--- config.mk ---
export PLATFORM = sky130hd
export DESIGN_NAME = atoi_scheduler
export DESIGN_NICKNAME = d
export VERILOG_FILES = /design/src/rtl/atoi_scheduler.sv
export SDC_FILE = /design/constraint.sdc
export NUM_CORES = 1
export LEC_CHECK = 0
export BUFFER_PORTS_ARGS = -buffer_cell sky130_fd_sc_hd__buf_2
export CAP_MARGIN = 30
export CORE_ASPECT_RATIO = 2
export CORE_MARGIN = 2
export CORE_UTILIZATION = 50
export DETAILED_ROUTE_END_ITERATION = 8
export PLACE_DENSITY = 0.76
export SLEW_MARGIN = 0
export SYNTH_ARGS = -nofsm -noshare
export SYNTH_HDL_FRONTEND = slang
export SYNTH_SLANG_ARGS = --single-unit
--- constraint.sdc ---
create_clock -name clk -period 2.4 [get_ports clk]
set_input_delay 0.48 -clock clk [delete_from_list [all_inputs] [get_ports clk]]
set_output_delay 0.48 -clock clk [all_outputs]
set_load 0.05 [all_outputs]
--- src/rtl/atoi_scheduler.sv ---
// Arbitrates NUM_REQ requesters onto one atoi converter: buffers a requester's string,
// bursts it gap-free into the converter, then returns the tagged result.
module atoi_scheduler #(
    parameter int NUM_REQ      = 4,
    parameter int INPUT_WIDTH  = 8,
    parameter int OUTPUT_WIDTH = 32,
    parameter int MAX_LEN      = 16,
    parameter int TIMEOUT      = 4,
    localparam int ID_W        = $clog2(NUM_REQ)
) (
    input  logic                           clk,
    input  logic                           rst,
    input  logic [NUM_REQ-1:0]             req_valid,
    input  logic [4*NUM_REQ-1:0]           req_base,
    input  logic [NUM_REQ-1:0]             chr_valid,
    input  logic [INPUT_WIDTH*NUM_REQ-1:0] chr_data,
    input  logic [NUM_REQ-1:0]             chr_last,
    output logic [NUM_REQ-1:0]             chr_ready,
    output logic [NUM_REQ-1:0]             grant,
    output logic [INPUT_WIDTH-1:0]         cv_data,
    output logic                           cv_sop,
    output logic                           cv_eop,
    input  logic [OUTPUT_WIDTH-1:0]        cv_number,
    input  logic                           cv_valid,
    input  logic                           cv_error,
    output logic                           resp_valid,
    input  logic                           resp_ready,
    output logic [ID_W-1:0]                resp_id,
    output logic [OUTPUT_WIDTH-1:0]        resp_number,
    output logic                           resp_error,
    output logic                           busy,
    output logic [2:0]                     dbg_state
);
    localparam int PTR_W = $clog2(MAX_LEN + 1);
    localparam int IDX_W = (MAX_LEN > 1) ? $clog2(MAX_LEN) : 1;
    localparam int TMR_W = (TIMEOUT > 1) ? $clog2(TIMEOUT) : 1;
    localparam logic [PTR_W-1:0] MAX_PTR  = PTR_W'(MAX_LEN);
    localparam logic [PTR_W-1:0] PTR_ONE  = PTR_W'(1);
    localparam logic [TMR_W-1:0] TMR_LAST = TMR_W'(TIMEOUT - 1);

    typedef enum logic [2:0] {S_IDLE, S_COLLECT, S_SOP, S_BURST, S_WAIT, S_RESP} state_t;

    state_t                  state_q, state_d;
    logic [ID_W-1:0]         id_q, id_d, last_q, last_d;
    logic [3:0]              base_q, base_d;
    logic                    bad_q, bad_d, ovf_q, ovf_d, err_q, err_d;
    logic [PTR_W-1:0]        wr_ptr_q, wr_ptr_d, rd_ptr_q, rd_ptr_d, len_q, len_d;
    logic [TMR_W-1:0]        timer_q, timer_d;
    logic [OUTPUT_WIDTH-1:0] num_q, num_d;
    logic [INPUT_WIDTH-1:0]  char_buf_q [MAX_LEN];

    logic                    buf_we, found, at_eop;
    logic [ID_W-1:0]         pick, cand;
    logic [3:0]              base_sel;
    logic [INPUT_WIDTH-1:0]  chr_sel;
    logic [NUM_REQ-1:0]      owner_oh;

    always_comb begin
        state_d  = state_q;
        id_d     = id_q;
        last_d   = last_q;
        base_d   = base_q;
        bad_d    = bad_q;
        ovf_d    = ovf_q;
        err_d    = err_q;
        wr_ptr_d = wr_ptr_q;
        rd_ptr_d = rd_ptr_q;
        len_d    = len_q;
        timer_d  = timer_q;
        num_d    = num_q;
        buf_we   = 1'b0;
        found    = 1'b0;
        pick     = last_q;
        cand     = last_q;
        at_eop   = (rd_ptr_q == len_q - PTR_ONE);

        // Round-robin: the requester just served has the lowest priority next time.
        for (int k = 1; k <= NUM_REQ; k++) begin
            cand = ID_W'((int'(last_q) + k) % NUM_REQ);
            if (!found && req_valid[cand]) begin
                found = 1'b1;
                pick  = cand;
            end
        end
        base_sel = req_base[int'(pick)*4 +: 4];
        chr_sel  = chr_data[int'(id_q)*INPUT_WIDTH +: INPUT_WIDTH];

        case (state_q)
            S_IDLE: begin
                if (found) begin
                    id_d     = pick;
                    base_d   = base_sel;
                    bad_d    = (base_sel < 4'd2) || (base_sel > 4'd10);
                    wr_ptr_d = '0;
                    ovf_d    = 1'b0;
                    timer_d  = '0;
                    state_d  = S_COLLECT;
                end
            end
            S_COLLECT: begin
                if (chr_valid[id_q]) begin
                    if (wr_ptr_q < MAX_PTR) begin
                        buf_we   = 1'b1;
                        wr_ptr_d = wr_ptr_q + PTR_ONE;
                    end else begin
                        ovf_d = 1'b1;
                    end
                    // Rejected strings never reach the converter.
                    if (chr_last[id_q]) begin
                        if (bad_q || ovf_d) begin
                            num_d   = '0;
                            err_d   = 1'b1;
                            state_d = S_RESP;
                        end else begin
                            len_d   = wr_ptr_d;
                            state_d = S_SOP;
                        end
                    end
                end
            end
            S_SOP: begin
                rd_ptr_d = '0;
                state_d  = S_BURST;
            end
            S_BURST: begin
                rd_ptr_d = rd_ptr_q + PTR_ONE;
                if (at_eop) state_d = S_WAIT;
            end
            S_WAIT: begin
                if (cv_valid) begin
                    num_d   = cv_number;
                    err_d   = cv_error;
                    state_d = S_RESP;
                end else if (timer_q == TMR_LAST) begin
                    num_d   = '0;
                    err_d   = 1'b1;
                    state_d = S_RESP;
                end else begin
                    timer_d = timer_q + TMR_W'(1);
                end
            end
            S_RESP: begin
                if (resp_ready) begin
                    last_d  = id_q;
                    state_d = S_IDLE;
                end
            end
            default: state_d = S_IDLE;
        endcase
    end

    always_ff @(posedge clk or posedge rst) begin
        if (rst) begin
            state_q  <= S_IDLE;
            id_q     <= '0;
            last_q   <= ID_W'(NUM_REQ - 1);
            base_q   <= '0;
            bad_q    <= 1'b0;
            ovf_q    <= 1'b0;
            err_q    <= 1'b0;
            wr_ptr_q <= '0;
            rd_ptr_q <= '0;
            len_q    <= '0;
            timer_q  <= '0;
            num_q    <= '0;
        end else begin
            state_q  <= state_d;
            id_q     <= id_d;
            last_q   <= last_d;
            base_q   <= base_d;
            bad_q    <= bad_d;
            ovf_q    <= ovf_d;
            err_q    <= err_d;
            wr_ptr_q <= wr_ptr_d;
            rd_ptr_q <= rd_ptr_d;
            len_q    <= len_d;
            timer_q  <= timer_d;
            num_q    <= num_d;
        end
    end

    always_ff @(posedge clk) begin
        if (buf_we) char_buf_q[wr_ptr_q[IDX_W-1:0]] <= chr_sel;
    end

    // Converter-facing outputs depend only on state and registers, never on requester inputs.
    always_comb begin
        owner_oh    = NUM_REQ'(1) << id_q;
        grant       = (state_q != S_IDLE) ? owner_oh : '0;
        chr_ready   = (state_q == S_COLLECT) ? owner_oh : '0;
        cv_sop      = (state_q == S_SOP);
        cv_eop      = (state_q == S_BURST) && at_eop;
        cv_data     = '0;
        if (state_q == S_SOP)   cv_data = {{(INPUT_WIDTH-4){1'b0}}, base_q};
        if (state_q == S_BURST) cv_data = char_buf_q[rd_ptr_q[IDX_W-1:0]];
        resp_valid  = (state_q == S_RESP);
        resp_id     = resp_valid ? id_q : '0;
        resp_number = resp_valid ? num_q : '0;
        resp_error  = resp_valid && err_q;
        busy        = (state_q != S_IDLE);
        dbg_state   = state_q;
    end
endmodule
==> results.py, run 1 <==
metrics = {
    "status": {
        "run_status": "finished, violations left",
        "violations": "negative setup slack",
    },
    "synth": {
        "synth.top_cell.area_share_pct": 44.84,
        "synthCells": 558,
        "syn_area_um2": 8572,
        "ys_types": 45,
        "synth_area_leaders": "edfxtp_1, dfrtp_1, mux4_2",
        "synth_common_cells": "edfxtp_1, dfrtp_1, mux4_2",
        "synth_top_flop_cell": "edfxtp_1",
        "synth_edf_count": 128,
        "ys_seq_area_share_pct": 63.26,
        "ys_warn_count": 0,
        "yosysMostFrequentCell": "edfxtp_1",
        "syn_nets": 662,
        "async_flop_share_pct": 32.98,
        "syn_area_per_cell_um2": 15.36,
        "synth_seq_cells": 191,
        "synth_top_cell_by_area": "edfxtp_1",
    },
    "critical_path": {
        "crit_path_cell_trace": "buf_6 -> buf_12 -> mux4_2 -> mux4_2 -> nor2b_4 -> buf_6",
        "worstPathArrival_ns": 2.58,
        "timing.rr.start": "id_q[0]$_DFFE_PP0P_",
        "end_kind": "output port",
        "max_stage_delay_ns": 0.54,
        "crit_fanout": 5,
        "cp_slowest_cell": "mux4_2",
        "crit_family": "multiplexers",
        "critical_path_class": "reg -> out",
        "reg2reg_to": "dbg_state[0]$_DFFE_PP0P_",
        "r2r_cells": 6,
        "r2r_setup_slack_ns": 0.17,
        "critical_path.startpoint_type": "flop",
        "required_ns": 1.92,
        "critPathBufInv": 3,
    },
    "detailed_routing": {
        "vias": 5621,
        "ant_nets": 0,
        "firstDrtPassIters": 5,
        "wl_per_cell_um": 22.40,
        "routed_wl_um": 21620,
        "via_per_inst": 5.825,
        "drc": 0,
        "first_iter_violations": 258,
    },
    "die": {
        "io_pins": 155,
        "rows": 67,
        "die_w_um": 96.59,
        "fp.dieArea_um2": 18270,
        "chipHeight_um": 189.2,
        "initial_utilization_pct": 51.13,
        "core_um2": 16770,
    },
    "global_route": {
        "gr-usage-met3_pct": 5.412,
        "grt_util_met2_pct": 45.14,
        "grt_max_degree": 50,
        "gr-total-overflow": 0,
        "top_usage_layer": "met2",
        "met1_usage_pct": 25.26,
        "grt_pass1_vias": 6038,
        "grtUsageTotal_pct": 24.71,
        "grt_pass1_wl_um": 32470,
        "antenna_found_initial": 0,
    },
    "timing": {
        "slew_headroom_pct": 46.73,
        "hold_viol": 0,
        "fin_skew_ns": 0.01390,
        "tns_ns": -5.052,
        "period_minus_slack_ns": 3.058,
        "fin_crit_sh_pct": 127.4,
        "worstMarginPinSlew_ns": 0.7865,
        "finalSetupViolations": 9,
        "setup_slack_ns": -0.6584,
        "final_max_slew_viol_count": 0,
        "fmax_mhz": 327.0,
        "grt_setup_unrepaired": "true",
    },
    "clock_network": {
        "clk_pin_slew_ns": 0.07,
        "cts-buffers-inserted": 17,
        "cts_buffer_depth": 2,
        "cts_root_buffer": "clkbuf_16",
        "cts_tree": "built",
        "clock-sinks": 191,
        "insertion_delay_ns": 0.43,
        "htreeDepth": 4,
    },
    "cells_and_area": {
        "drive_gt1_share_pct": 45.51,
        "instances_no_fill": 965,
        "nFillCells": 1173,
        "syn_to_final_growth_pct": 25.54,
        "fin_nets": 849,
        "insertedDiodeCount": 0,
        "design_area_um2": 10760,
    },
    "pwr": {
        "p_leak_uw": 0.004337,
        "power_uw": 12600,
        "powerDensity_nw_per_um2": 1171,
        "irDropWorstVdd_uv": 973.9,
    },
    "placed_design": {
        "hpwl_um": 15090,
        "gp_congestion": 0.8332,
        "pre_cts_slack_ns": -0.2030,
        "io_buffers": 154,
        "placedCellCount": 929,
        "placed_cell_area_um2": 9947,
    },
    "flow_run": {
        "drv_cap": 0,
    },
    "worst_hold_path": {
        "hp-class": "in -> async",
    },
}
## cell families (layout without fill, tap and decap cells)
family	after synthesis	after routing	share of synthesized area, %
muxes	74	74	16.52
buffers and inverters	46	246	2.613
DFF	191	191	63.26
adders and majority gates	7	7	1.022
xor gates and xnor gates	8	8	0.8174
AOI/OAI and AO/OA	76	76	6.394
and+or+nand+nor	156	156	9.371
## cells in the final DEF, fill, tap and decap left out, drive strengths merged, types with 2 or more instances in the layout
master	count
mux2i	14
clkinvlp	2
xor2	6
nand2b	14
nor3b	5
nand3b	2
nor2	32
clkinv	4
and2	39
a21oi	8
a22o	35
mux4	50
o31ai	3
clkbuf	18
nand2	37
ha	7
mux2	10
nor2b	6
nand3	5
xnor2	2
nor3	12
inv	19
dfstp	2
buf	203
dfrtp	61
o21ai	20
edfxtp	128
## worst max path at each step
stage                              from               to  slack, ns  cells past startpoint
2_1_floorplan  dbg_state[2]$_DFFE_PP0P_  resp_number[22]      -0.12                      5
3_3_place_gp    rd_ptr_q[0]$_DFFE_PP0P_       cv_data[2]      -0.16                      6
3_5_place_dp    rd_ptr_q[0]$_DFFE_PP0P_       cv_data[0]      -0.20                      6
4_1_cts         rd_ptr_q[0]$_DFFE_PP0P_       cv_data[5]      -0.66                      6
5_1_grt         rd_ptr_q[0]$_DFFE_PP0P_       cv_data[7]      -0.71                      6
6_report        rd_ptr_q[0]$_DFFE_PP0P_       cv_data[7]      -0.66                      6
## metrics by stage
step	util [%]	hold slack [ns]
2_1_floorplan	-	0.4492
3_3_place_gp	59.33	0.4503
3_5_place_dp	59.33	0.4556
4_1_cts	63.73	0.002574
5_1_grt	64.19	0.008228
6_report	64.19	0.004806
## sequential cells by signal, summed over array words and instances, names as in the netlist, 2 cells and up
signal,flops
char_buf_q,128
num_q,32
len_q,5
rd_ptr_q,5
wr_ptr_q,5
base_q,4
dbg_state,3
id_q,2
last_q,2
timer_q,2
## what timing repair did
action,in CTS,in global routing
hold buffers,0,0
resized for setup,33,18
setup endpoints to repair,9,141
buffers inserted,3,0
pin swaps,4,4
gates cloned,1,0
## routing by layer
| layer | vias up | routed length [um] |
|---|---|---|
| met5 | - | 0 |
| met4 | 0 | 1119 |
| li1 | 2498 | - |
| met2 | 267 | 11790 |
| met3 | 66 | 1605 |
| met1 | 2790 | 7104 |
## final cells by class
type	count	area [um2]	share of cell area (%)
Sequential cell	191	5431	50.47
Inverter	10	37.54	0.3488
Multi-Input combinational cell	321	3084	28.66
Clock buffer	17	425.4	3.953
Tap cell	207	259.0	2.407
Timing Repair Buffer	204	1358	12.61
Clock inverter	15	166.4	1.546
## power by group
part | internal [uW] | leakage [uW] | switching [uW]
clock | 1400 | 0.000283 | 1350
sequential | 4330 | 0.00197 | 406
combinational | 2210 | 0.00209 | 2900
total | 7940 | 0.00434 | 4650
Power figures use the tool's default switching activity.
==> run 2, diff against run 1 <==
- TNS_END_PERCENT: not set -> 1
==> results.py, run 2 (synthesized netlist as in run 1, its figures left out) <==
metrics = {
    "timing": {
        "finalSetupViolations": 44,
        "worstMarginPinSlew_ns": 0.7589,
        "setup_slack_ns": -0.6782,
        "grt_setup_unrepaired": "true",
        "period_minus_slack_ns": 3.078,
        "slew_headroom_pct": 49.33,
        "fin_crit_sh_pct": 128.3,
        "final_max_slew_viol_count": 0,
        "fin_skew_ns": 0.01637,
        "fmax_mhz": 324.9,
        "hold_viol": 0,
    },
    "clock_network": {
        "cts_buffer_depth": 2,
        "cts_tree": "built",
        "insertion_delay_ns": 0.44,
        "cts_root_buffer": "clkbuf_16",
        "cts-buffers-inserted": 17,
        "cts_hold_buf": 0,
        "clk_pin_slew_ns": 0.07,
        "htreeDepth": 4,
        "clock-sinks": 191,
    },
    "cells_and_area": {
        "layout_common_cells": "edfxtp_1, buf_2, buf_4",
        "drive_gt1_share_pct": 41.33,
        "final_common_cell": "edfxtp_1",
        "syn_to_final_growth_pct": 25.72,
        "insertedDiodeCount": 0,
        "fin_nets": 858,
        "largest_register_ffs": 128,
        "finalCoreUtilization_pct": 64.28,
    },
    "global_route": {
        "grt_pass1_wl_um": 32000,
        "grt_max_degree": 39,
        "grt_pass1_vias": 5893,
        "grtUsageTotal_pct": 24.56,
        "gr-total-overflow": 0,
        "antenna_found_initial": 0,
    },
    "placed_design": {
        "hpwl_um": 15210,
        "pre_cts_slack_ns": -0.1788,
        "io_buffers": 154,
        "gp_congestion": 0.8179,
    },
    "detailed_routing": {
        "first_iter_violations": 364,
        "via_per_inst": 5.793,
        "drc": 0,
        "firstDrtPassIters": 4,
        "ant_nets": 0,
        "wl_per_cell_um": 21.87,
        "vias": 5642,
        "routed_wl_um": 21300,
    },
    "flow_run": {
        "drv_cap": 0,
    },
    "pwr": {
        "irDropWorstVdd_uv": 574.3,
        "powerDensity_nw_per_um2": 1154,
        "p_leak_uw": 0.004364,
    },
    "critical_path": {
        "worstPathArrival_ns": 2.60,
        "timing.rr.start": "id_q[0]$_DFFE_PP0P_",
        "crit_path_cell_trace": "buf_12 -> buf_12 -> buf_8 -> mux4_2 -> mux4_2 -> nor2b_4 -> buf_6",
        "required_ns": 1.92,
        "critical_path_class": "reg -> out",
        "end_kind": "output port",
        "cp_slowest_cell": "mux4_2",
        "crit_fanout": 5,
        "crit_start": "rd_ptr_q[0]$_DFFE_PP0P_",
        "critical_path.startpoint_type": "flop",
        "max_stage_delay_ns": 0.55,
    },
    "die": {
        "rows": 67,
        "initial_utilization_pct": 51.13,
        "core_um2": 16770,
        "io_pins": 155,
        "die_w_um": 96.59,
        "fp.dieArea_um2": 18270,
        "chipHeight_um": 189.2,
    },
    "status": {
        "run_status": "finished, violations left",
        "violations": "negative setup slack",
    },
    "worst_hold_path": {
        "hp-class": "in -> async",
    },
}
-- run 2: cell count changes in the layout (fill, tap and decap cells not counted), sizes merged --
cell and delta:
clkinvlp -2, clkinv +4, buf +10, inv -3
-- run 2: worst paths after layout --
kind	endpoint	slack, ns	cells after the start
max	cv_data[6]	-0.68	7
min	num_q[13]$_DFFE_PP0P_	0.18	2
max reg2reg	dbg_state[2]$_DFFE_PP0P_	0.20	7
min reg2reg	num_q[20]$_DFFE_PP0P_	0.49	1
max in group asynchronous	len_q[2]$_DFFE_PP0P_	1.55	3
min in group clk	num_q[29]$_DFFE_PP0P_	0.28	2
-- run 2: stage by stage --
step / TNS (ns) / total power (uW) / instance area (um2) / hold slack [ns] / cells
finish: -6.420 / 12440 / 10780 / 0.1756 / 974
global route: -11.20 / 13070 / 10780 / 0.2352 / 974
CTS: -6.023 / 12470 / 10760 / 0.1974 / 974
detailed placement: -1.177 / 9265 / 9862 / 0.4740 / 935
global placement: -0.8737 / 9117 / 9832 / 0.4685 / 932
floorplan: -11.35 / 7957 / 8578 / 0.4492 / 558
-- run 2: area by class of cell --
cell class	count	area [um2]
timing repair buffer	213	1515
fill	1170	5989
tap	207	259.0
clock inverter	14	162.7
multi-input combinational	321	2948
inverter	10	37.54
sequential	191	5425
clock buffer	18	429.2
-- run 2: repair_timing --
action                     4_1_cts  5_1_grt
pin swaps                        3        1
resized for setup               79        9
setup endpoints to repair       45       47
setup buffers                    5        0
gates cloned                     3        0
-- run 2: layer usage --
metal  share of wire, %  global-route usage [%]  up-vias
met3                6.0                   4.616       65
met1                 33                   24.99     2818
met5                  0                       0        -
li1                   -                       -     2525
met2                 55                   44.71      234
met4                5.7                   14.46        0
-- run 2: critical path: cells and delay by family, from the launching register on --
family | cells | cell delay [ns]
muxes | 2 | 1.04
buffers and inverters | 4 | 0.55
DFF | 1 | 0.42
and+or+nand+nor | 1 | 0.15
-- run 2: power breakdown --
part	leakage (uW)	internal, uW	total [uW]	switching [uW]
Sequential	0.00197	4330	4650	324
Combinational	0.00210	2210	5040	2840
Clock	0.000288	1400	2740	1340
